===== src/rtl/latch_motor_if.sv =====
// Request/status bundle between the platform block and the bin-latch motor responder.
interface latch_motor_if;
  logic       motor_on;
  logic [3:0] GPIO_0;
  logic       busy;
  logic       latch_open;
  logic       done;

  modport master (
    output motor_on,
    input  GPIO_0,
    input  busy,
    input  latch_open,
    input  done
  );

  modport slave (
    input  motor_on,
    output GPIO_0,
    output busy,
    output latch_open,
    output done
  );
endinterface


===== src/rtl/latch_motor.sv =====
// Bin-latch stepper driver: open for OPEN_STEPS phases, dwell, close, pulse done,
// then wait for motor_on to drop before accepting another request.
module latch_motor #(
  parameter int unsigned PHASE_CYCLES = 97_656,
  parameter int unsigned OPEN_STEPS   = 128,
  parameter int unsigned DWELL_CYCLES = 25_000_000
) (
  input logic          clk,
  input logic          rst_n,
  latch_motor_if.slave bus
);

  localparam logic [2:0] ST_IDLE    = 3'd0;
  localparam logic [2:0] ST_OPEN    = 3'd1;
  localparam logic [2:0] ST_DWELL   = 3'd2;
  localparam logic [2:0] ST_CLOSE   = 3'd3;
  localparam logic [2:0] ST_RELEASE = 3'd4;

  localparam logic [31:0] PHASE_LAST = 32'(PHASE_CYCLES - 1);
  localparam logic [31:0] STEP_LAST  = 32'(OPEN_STEPS - 1);
  localparam logic [31:0] DWELL_LAST = 32'(DWELL_CYCLES - 1);

  logic [2:0]  state;
  logic [31:0] cyc_cnt;
  logic [31:0] step_cnt;
  logic [3:0]  coils;
  logic        busy_q;
  logic        open_q;
  logic        done_q;

  // cyc_cnt times both the phase hold and the dwell; the states never overlap.
  always_ff @(posedge clk or negedge rst_n) begin
    if (!rst_n) begin
      state    <= ST_IDLE;
      cyc_cnt  <= '0;
      step_cnt <= '0;
      coils    <= '0;
      busy_q   <= 1'b0;
      open_q   <= 1'b0;
      done_q   <= 1'b0;
    end else begin
      done_q <= 1'b0;
      case (state)
        ST_IDLE: begin
          if (bus.motor_on) begin
            state    <= ST_OPEN;
            coils    <= 4'b1000;
            busy_q   <= 1'b1;
            cyc_cnt  <= '0;
            step_cnt <= '0;
          end
        end

        ST_OPEN: begin
          if (cyc_cnt == PHASE_LAST) begin
            cyc_cnt <= '0;
            if (step_cnt == STEP_LAST) begin
              state    <= ST_DWELL;
              coils    <= '0;
              open_q   <= 1'b1;
              step_cnt <= '0;
            end else begin
              step_cnt <= step_cnt + 32'd1;
              coils    <= {coils[0], coils[3:1]};
            end
          end else begin
            cyc_cnt <= cyc_cnt + 32'd1;
          end
        end

        ST_DWELL: begin
          if (cyc_cnt == DWELL_LAST) begin
            cyc_cnt <= '0;
            state   <= ST_CLOSE;
            coils   <= 4'b0001;
            open_q  <= 1'b0;
          end else begin
            cyc_cnt <= cyc_cnt + 32'd1;
          end
        end

        ST_CLOSE: begin
          if (cyc_cnt == PHASE_LAST) begin
            cyc_cnt <= '0;
            if (step_cnt == STEP_LAST) begin
              state    <= ST_RELEASE;
              coils    <= '0;
              done_q   <= 1'b1;
              step_cnt <= '0;
            end else begin
              step_cnt <= step_cnt + 32'd1;
              coils    <= {coils[2:0], coils[3]};
            end
          end else begin
            cyc_cnt <= cyc_cnt + 32'd1;
          end
        end

        ST_RELEASE: begin
          if (!bus.motor_on) begin
            state  <= ST_IDLE;
            busy_q <= 1'b0;
          end
        end

        default: begin
          state  <= ST_IDLE;
          coils  <= '0;
          busy_q <= 1'b0;
          open_q <= 1'b0;
        end
      endcase
    end
  end

  assign bus.GPIO_0     = coils;
  assign bus.busy       = busy_q;
  assign bus.latch_open = open_q;
  assign bus.done       = done_q;

endmodule

===== src/flat_wrapper.sv =====
// flat-port wrapper written by rule: the top's interface ports become plain ports
module latch_motor_flat 
#(
  parameter int unsigned PHASE_CYCLES = 97_656,
  parameter int unsigned OPEN_STEPS   = 128,
  parameter int unsigned DWELL_CYCLES = 25_000_000
)
  (clk, rst_n, bus_motor_on, bus_GPIO_0, bus_busy, bus_latch_open, bus_done);
  latch_motor_if bus_i ();
  input logic clk;
  input logic rst_n;
  input wire logic [$bits(bus_i.motor_on)-1:0] bus_motor_on;
  output wire logic [$bits(bus_i.GPIO_0)-1:0] bus_GPIO_0;
  output wire logic [$bits(bus_i.busy)-1:0] bus_busy;
  output wire logic [$bits(bus_i.latch_open)-1:0] bus_latch_open;
  output wire logic [$bits(bus_i.done)-1:0] bus_done;
  assign bus_i.motor_on = bus_motor_on;
  assign bus_GPIO_0 = bus_i.GPIO_0;
  assign bus_busy = bus_i.busy;
  assign bus_latch_open = bus_i.latch_open;
  assign bus_done = bus_i.done;
  latch_motor #(.PHASE_CYCLES(PHASE_CYCLES), .OPEN_STEPS(OPEN_STEPS), .DWELL_CYCLES(DWELL_CYCLES)) u_core (.clk(clk), .rst_n(rst_n), .bus(bus_i));
endmodule

===== config.mk =====
export PLATFORM = sky130hd
export DESIGN_NAME = latch_motor_flat
export DESIGN_NICKNAME = d
export VERILOG_FILES = /design/src/rtl/latch_motor_if.sv /design/src/rtl/latch_motor.sv /design/src/flat_wrapper.sv
export SDC_FILE = /design/constraint.sdc
export NUM_CORES = 1
export LEC_CHECK = 0
export ABC_AREA = 1
export CAP_MARGIN = 20
export CORE_UTILIZATION = 40
export DETAILED_ROUTE_END_ITERATION = 12
export PLACE_DENSITY = 0.65
export SETUP_SLACK_MARGIN = 0.3
export SLEW_MARGIN = 20
export SYNTH_ARGS = -nofsm -noshare
export SYNTH_HDL_FRONTEND = slang
export SYNTH_SLANG_ARGS = --single-unit

===== constraint.sdc =====
create_clock -name clk -period 2.2 [get_ports clk]
set_clock_uncertainty 0.15 [all_clocks]
set_input_delay 0.66 -clock clk [delete_from_list [all_inputs] [get_ports clk]]
set_output_delay 0.66 -clock clk [all_outputs]
set_load 0.005 [all_outputs]

==> impl_metrics.tcl, run 1 <==
set metrics [dict create \
    vdd_drop_max_mv 0.922 \
    cts.path.max_buffers 2 \
    critical_path_class "flip-flop to flip-flop" \
    yosys_warnings 0 \
    path_clk_slew_ns 0.06 \
    proportion_of_layout_cells_with_a_drive_suffix_above_1_pct 24.1 \
    final_routed_wire_length_divided_by_cell_count_um 13.9 \
    final_net_count 886 \
    grt_pass1_wl_mm 23.7 \
    power.combinational.fraction_pct 51.1 \
    post_drt_antenna_nets 0 \
    fin_area_um2 6800 \
    floorplan.initialDensity_pct 41.5 \
    clkLatencyLatePin_ns 0.35 \
    dpl_cell_area_um2 5760 \
    rows 41 \
    maxCapViolations 0 \
    timing_hold_violations_final 0 \
    grt_remaining_overflow 0 \
    share_seq_of_total_power_pct 26.1 \
    rsz_0062_raised_after_global_routing "true" \
    diodes 0 \
    synthesis.area_um2 5270 \
    timing.critical_path.fanout_max 5 \
    grt_antenna_before_repair 0 \
    clock_tree_from_tritoncts "done" \
    fp.dieArea_um2 13600 \
    ys_types 34 \
    run_status "complete, no violations" \
    fmax_mhz 498 \
    chip_width_um 117 \
    detailedRoute.firstPassIterationCount 5 \
    numCtsBuffers 9 \
    layout_worst_path_cycle_share_pct 91.3 \
    cts.htree.levels 3 \
    clock-root-buffer "sky130_fd_sc_hd__clkbuf_16" \
    layout.filler_cells 1274 \
    avgViaCountPerCell 5.03 \
    worst-slew-pin-transition_ns 0.388 \
    yosysSeqAreaShare_pct 35.1 \
    detail_route.iter0.violations 335 \
    final-setup-viol-count 0 \
    final_max_slew_violation_count 0 \
    power.leakage_nw 3.12 \
    chipHeight_um 117 \
    portBuffers 9 \
    critPathLaunchType "flip-flop" \
    synthesized_instance_count 803 \
    yosysTopAreaCellShare_pct 35.1 \
    ios 10 \
    vias 5321 \
    layout_commonest_cell "sky130_fd_sc_hd__nand2_1" \
    hold_class "input pin to async pin" \
    critical_path_arrival_ns 2.10 \
    pre_cts_slack_ns -0.154 \
    crit_path_end_kind "flip-flop" \
    route.final.wire_length_mm 14.7 \
    synth_area_per_cell_um2 6.57 \
    coreArea_um2 12700 \
    synth.ff_latch_count 74 \
    routabilityCongestion 0.948 \
    route.detailed.drc 0 \
    synth.net_count 808 \
    area_growth_pct 28.9 \
    p_sw_share_pct 38.4 \
    numClockSinks 74 \
    ff_latch_area_um2 1860 \
    powerDensity_nw_per_um2 903 \
    cell_types_occupying_the_most_area_after_synthesis "sky130_fd_sc_hd__dfrtp_1 35%, sky130_fd_sc_hd__nand2_1 19%, sky130_fd_sc_hd__nor2_1 8.3%" \
    grt_pass1_vias 4954 \
    total_routing_usage_gr_pct 22.6 \
    synth.largest_area_cell "sky130_fd_sc_hd__dfrtp_1" \
    p_sw_mw 2.36 \
    p_clk_share_pct 22.8 \
    worst-r2r-cell-count 11 \
    total_power_mw 6.14 \
    multiInputGateArea_um2 3180 \
    pin_count_of_the_biggest_net_entering_global_routing 31 \
    top_library_cells_by_usage_in_the_layout_fill_and_taps_aside "255 x sky130_fd_sc_hd__nand2_1, 97 x sky130_fd_sc_hd__nor2_1, 81 x sky130_fd_sc_hd__inv_1, 76 x sky130_fd_sc_hd__nand3_1, 65 x sky130_fd_sc_hd__dfrtp_1" \
    number_of_buffers_inserted_for_hold_repair_after_clock_tree_synthesis 0 \
    p_int_mw 3.78 \
    post-dp-hpwl_mm 10.2 \
    crit_required_ns 2.29 \
    post_layout_minimum_cycle_time_ns 2.01 \
    finalWorstSetupSlack_ns 0.192 \
    maxSlewHeadroom_pct 74.1 \
]
## cells in the mapped netlist
library cell and n:
sky130_fd_sc_hd__a22o_1 1, sky130_fd_sc_hd__nand3_2 1, sky130_fd_sc_hd__nor2_4 4, sky130_fd_sc_hd__nor2_1 117, sky130_fd_sc_hd__ha_1 2, sky130_fd_sc_hd__nor3_4 1, sky130_fd_sc_hd__nor3b_1 2, sky130_fd_sc_hd__o21ai_2 29
sky130_fd_sc_hd__clkbuf_1 2, sky130_fd_sc_hd__nand3b_1 3, sky130_fd_sc_hd__a31oi_1 1, sky130_fd_sc_hd__xnor2_1 2, sky130_fd_sc_hd__clkinv_1 1, sky130_fd_sc_hd__nor3_1 31, sky130_fd_sc_hd__buf_4 2, sky130_fd_sc_hd__o211ai_1 3
sky130_fd_sc_hd__o21ai_0 7, sky130_fd_sc_hd__o22ai_1 2, sky130_fd_sc_hd__nor2_2 7, sky130_fd_sc_hd__nand4_1 14, sky130_fd_sc_hd__inv_2 3, sky130_fd_sc_hd__nand2_1 269, sky130_fd_sc_hd__nor4_1 1, sky130_fd_sc_hd__nand2_2 6
sky130_fd_sc_hd__nor3_2 2, sky130_fd_sc_hd__buf_2 7, sky130_fd_sc_hd__nand2_4 1, sky130_fd_sc_hd__dfrtp_1 74, sky130_fd_sc_hd__nand4_2 1, sky130_fd_sc_hd__a21oi_1 10, sky130_fd_sc_hd__nand3_1 81, sky130_fd_sc_hd__buf_6 6
sky130_fd_sc_hd__inv_1 90, sky130_fd_sc_hd__xor2_1 20
## cell type report
| cell class | instances | area share (%) |
|---|---|---|
| clock buffers | 11 | 3.72 |
| clock inverters | 4 | 0.405 |
| inverters | 94 | 5.30 |
| multi-input cells | 618 | 46.8 |
| flip-flops and latches | 74 | 27.4 |
| well taps | 172 | 3.17 |
| repair buffers | 84 | 13.2 |
## what timing repair did
action                                  CTS  global route
gates cloned                              5             1
buffers inserted                         25            14
pin swaps                                17            25
endpoints found under the setup margin   79            73
resized for setup                        48            56
## worst max-delay path: stages (launching register included)
cell and delay [ns]:
sky130_fd_sc_hd__dfrtp_1 0.36, sky130_fd_sc_hd__ha_2 0.19, sky130_fd_sc_hd__nand2_2 0.08, sky130_fd_sc_hd__nor2_2 0.13, sky130_fd_sc_hd__buf_4 0.13, sky130_fd_sc_hd__buf_6 0.11
sky130_fd_sc_hd__nand4_4 0.17, sky130_fd_sc_hd__nor2_2 0.17, sky130_fd_sc_hd__nand2_1 0.09, sky130_fd_sc_hd__nor2_1 0.13, sky130_fd_sc_hd__xor2_1 0.15, sky130_fd_sc_hd__nor2_1 0.05
## registers in the layout, indices dropped and copies added (netlist names)
| name | flops |
|---|---|
| u_core.bus.busy | 1 |
| u_core.step_cnt | 32 |
| u_core.bus.done | 1 |
| u_core.bus.latch_open | 1 |
| u_core.state | 3 |
| u_core.bus.GPIO_0 | 4 |
| u_core.cyc_cnt | 32 |
## path summary, 6_finish.rpt
kind                                       start               endpoint  slack (ns)
max reg2reg                    u_core.cyc_cnt[0]     u_core.cyc_cnt[20]        0.19
min                                        rst_n    u_core.step_cnt[15]        0.08
max in group asynchronous                  rst_n      u_core.cyc_cnt[4]        1.31
min in group clk           u_core.bus.latch_open  u_core.bus.latch_open        0.32
min reg2reg                u_core.bus.latch_open  u_core.bus.latch_open        0.32
max                            u_core.cyc_cnt[0]     u_core.cyc_cnt[20]        0.19
## layer usage
metal / up-vias / global-route usage, % / wire length [um]
li1: 2707 / - / -
met1: 2457 / 27.5 / 6430
met2: 122 / 39.4 / 7140
met3: 35 / 4.99 / 676
met4: 0 / 7.85 / 410
met5: - / 0 / 0
## power groups by stage
stage	Clock (mW)	Sequential [mW]	Combinational, mW
after floorplan	0	1.61	1.35
after global placement	0	1.63	1.98
after detailed placement	0	1.63	1.99
after CTS	1.43	1.60	2.99
after global routing	1.48	1.61	3.38
final	1.40	1.60	3.14
## per-stage QoR
step | std cells | util [%] | setup TNS [ns] | hold slack, ns
after floorplan | 803 | - | 0 | 0.214
after global placement | 997 | 45.3 | -1.38 | 0.312
after detailed placement | 997 | 45.3 | -1.77 | 0.317
after global routing | 1057 | 53.4 | 0 | 0.102
after CTS | 1042 | 51.2 | 0 | 0.0916
final | 1057 | 53.4 | 0 | 0.0791
## cell families (layout without fill, tap and decap cells)
kind of cell,after synthesis,after routing,share of synthesized area (%)
compound gates,53,53,7.38
xor+xnor,22,22,3.65
fa+ha+maj,2,2,0.474
buf+inv,111,193,9.06
flops,74,74,35.1
simple gates,541,541,44.3
No activity file was read; power rests on OpenSTA's default activity.
==> run 2, diff against run 1 <==
Settings changed: ABC_AREA 1 to 0, PLACE_DENSITY 0.65 to 0.57.
==> run 2 against run 1 <==
Effect of this change:
- the flow now finishes with violations (negative setup slack)
- routed wire length shrank 14%
- critical path depth down 5
- global-route usage up 1.1 points
- combinational power is 35% lower
- clock power is 6% lower
- power down 12%
- cell area shrank 9.2%
- critical path type unchanged
==> impl_metrics.tcl, run 2 <==
set metrics [dict create \
    avgViaCountPerCell 5.73 \
    yosys-mux-area-fraction_pct 0.705 \
    violations "negative setup slack" \
    critical_path_arrival_ns 2.37 \
    post_synth_arst_share_pct 100 \
    yosys_warnings 0 \
    proportion_of_layout_cells_with_a_drive_suffix_above_1_pct 37.8 \
    rrSetupSlack_ns -0.06 \
    layout.filler_cells 882 \
    power.leakage_nw 2.63 \
    vias 4215 \
    final.setup.tns_ns -0.339 \
    final_net_count 601 \
    final_max_slew_violation_count 0 \
    synth_enable_flop_cells 0 \
    post-dp-hpwl_mm 8.58 \
    powerDensity_nw_per_um2 875 \
    fp.dieArea_um2 11100 \
    crit_path_end_kind "flip-flop" \
    hold_class "input pin to async pin" \
    cell_types_occupying_the_most_area_after_synthesis "sky130_fd_sc_hd__dfrtp_1 43%, sky130_fd_sc_hd__o21ai_1 5.6%, sky130_fd_sc_hd__nand2_1 4.1%" \
    launch_point_of_the_worst_reg_to_reg_path "u_core.cyc_cnt[17]" \
    layout_commonest_cell "sky130_fd_sc_hd__buf_4" \
    diodes 0 \
    synth_top_flop_cell "sky130_fd_sc_hd__dfrtp_1" \
    netlist_top_cells_count "74 x sky130_fd_sc_hd__dfrtp_1, 48 x sky130_fd_sc_hd__o21ai_1, 46 x sky130_fd_sc_hd__nand2_1" \
    worst-r2r-cell-count 6 \
    grt_pass1_wl_mm 20.8 \
    post_layout_minimum_cycle_time_ns 2.26 \
    synth.ff_latch_count 74 \
    rsz_0062_raised_after_global_routing "true" \
    portBuffers 9 \
    worst-slew-pin-transition_ns 0.495 \
    final-setup-viol-count 13 \
    ys_types 58 \
    top_library_cells_by_usage_in_the_layout_fill_and_taps_aside "93 x sky130_fd_sc_hd__buf_4, 73 x sky130_fd_sc_hd__dfrtp_1, 46 x sky130_fd_sc_hd__o21ai_1, 39 x sky130_fd_sc_hd__nand2_1, 28 x sky130_fd_sc_hd__nor2_1" \
    rows 37 \
    synth-compound-area-share_pct 19.9 \
    coreArea_um2 10300 \
    final_routed_wire_length_divided_by_cell_count_um 17.1 \
    synth.largest_area_cell "sky130_fd_sc_hd__dfrtp_1" \
    synth-xor-area-share_pct 2.26 \
    grt_pass1_vias 4296 \
    grt_remaining_overflow 0 \
    pin_count_of_the_biggest_net_entering_global_routing 36 \
    path_clk_slew_ns 0.09 \
    yosysTopAreaCellShare_pct 43.5 \
    fmax_mhz 442 \
    cts.htree.levels 3 \
    worstReg2RegEnd "u_core.bus.GPIO_0[3]" \
    synthesized_instance_count 484 \
    synth_area_per_cell_um2 8.80 \
    chip_width_um 105 \
    critPathLaunchType "flip-flop" \
    yosysSeqAreaShare_pct 43.5 \
    finalWorstSetupSlack_ns -0.0629 \
    post_drt_antenna_nets 0 \
    vdd_drop_max_mv 0.497 \
    synth.net_count 489 \
    clock-root-buffer "sky130_fd_sc_hd__clkbuf_8" \
    area_growth_pct 44.9 \
    routabilityCongestion 0.869 \
    route.detailed.drc 0 \
    run_status "finished, violations left" \
    clkLatencyLatePin_ns 0.36 \
    route.final.wire_length_mm 12.6 \
    synth_simple_gate_area_share_pct 28.7 \
    synthesis.area_um2 4260 \
    timing_hold_violations_final 0 \
    numCtsBuffers 9 \
    maxSlewHeadroom_pct 66.9 \
    pre_cts_slack_ns -0.233 \
    numClockSinks 74 \
    chipHeight_um 105 \
    total_power_mw 5.40 \
    layout_worst_path_cycle_share_pct 103 \
    crit_startpoint "u_core.cyc_cnt[17]" \
    total_routing_usage_gr_pct 23.7 \
    crit_end "u_core.bus.GPIO_0[3]" \
    timing.critical_path.fanout_max 7 \
    detail_route.iter0.violations 134 \
    crit_required_ns 2.31 \
    grt_antenna_before_repair 0 \
    detailedRoute.firstPassIterationCount 4 \
    ios 10 \
    cts.path.max_buffers 2 \
    synthMostInstantiatedCell "sky130_fd_sc_hd__dfrtp_1" \
    critical_path_class "flip-flop to flip-flop" \
    floorplan.initialDensity_pct 41.3 \
    clock_tree_from_tritoncts "done" \
    maxCapViolations 0 \
    yosys.area_share.adder_pct 0.823 \
    dominant_combinational_cell_family_by_area_after_synthesis "simple AND/OR/NAND/NOR gates" \
]
==> run 2: cell count changes after synthesis, moves of 18 or more <==
cell,change
sky130_fd_sc_hd__o21ai_2,-29
sky130_fd_sc_hd__nor3_1,-18
sky130_fd_sc_hd__nor2_1,-83
sky130_fd_sc_hd__nand2_1,-223
sky130_fd_sc_hd__o21ai_1,+48
sky130_fd_sc_hd__nand3_1,-56
sky130_fd_sc_hd__inv_1,-75
==> run 2: critical path, stage by stage, from the launching register on <==
cell,delay [ns]
sky130_fd_sc_hd__dfrtp_1,0.40
sky130_fd_sc_hd__or4_4,0.58
sky130_fd_sc_hd__nor3_4,0.18
sky130_fd_sc_hd__o2111a_2,0.30
sky130_fd_sc_hd__nand2b_4,0.25
sky130_fd_sc_hd__nand2_4,0.09
sky130_fd_sc_hd__a22o_1,0.22
==> run 2: worst min path at each step <==
stage                             start              endpoint  depth (start not counted)
detailed placement      u_core.state[2]       u_core.bus.done                          1
floorplan                         rst_n  u_core.bus.GPIO_0[0]                          0
global placement    u_core.step_cnt[18]   u_core.step_cnt[18]                          1
global route                      rst_n   u_core.step_cnt[16]                          1
CTS                               rst_n   u_core.step_cnt[16]                          1
finish                            rst_n   u_core.step_cnt[16]                          1
==> run 2: layout make-up <==
class                           count  area [um^2]  share of cell area (%)
Clock buffer                       10          138                    2.23
Clock inverter                      5          103                    1.66
Inverter                           15         56.3                   0.912
Multi-Input combinational cell    374         2790                    45.3
Sequential cell                    74         1850                    30.0
Tap cell                          136          170                    2.76
Timing Repair Buffer              122         1060                    17.2
==> run 2: what timing repair did <==
action | 4_1_cts | 5_1_grt
gates resized for setup | 66 | 46
endpoints found under the setup margin | 80 | 74
buffers inserted | 6 | 8
pin swaps | 18 | 19
hold buffers | 0 | 0
gates cloned | 2 | 0
==> run 2: logic make-up after synthesis <==
logic type	count (synthesis)
buf+inv	38
xor+xnor	11
mux	3
flops	74
simple gates	218
compound gates	137
fa+ha+maj	3
==> run 2: power breakdown <==
part           switching [mW]  internal [mW]
registers               0.341           1.68
logic                    1.02           1.04
clock network           0.544          0.776
==> run 2: routing by layer <==
layer  track usage (%)  share of wire [%]  vias to the layer above
met2              41.4                 51                       53
met4              10.2                2.8                        0
met3              3.87                2.0                       30
met1              28.7                 44                     2080
li1                  -                  -                     2052
met5                 0                  0                        -
==> run 2: stage by stage <==
step | std cells | utilization [%] | area [um^2] | hold WS, ns
4_1_cts | 728 | 56.8 | 5870 | 0.0752
6_report | 736 | 59.8 | 6170 | 0.0683
2_1_floorplan | 484 | - | 4430 | 0.214
3_3_place_gp | 705 | 51.5 | 5320 | 0.326
5_1_grt | 736 | 59.8 | 6170 | 0.0779
3_5_place_dp | 705 | 51.5 | 5320 | 0.340
==> run 3, diff against run 2 <==
Settings changed: CAP_MARGIN 20 to 15.
==> results of run 3 <==
No change in the layout: final DEF, timing and power equal those of run 2.
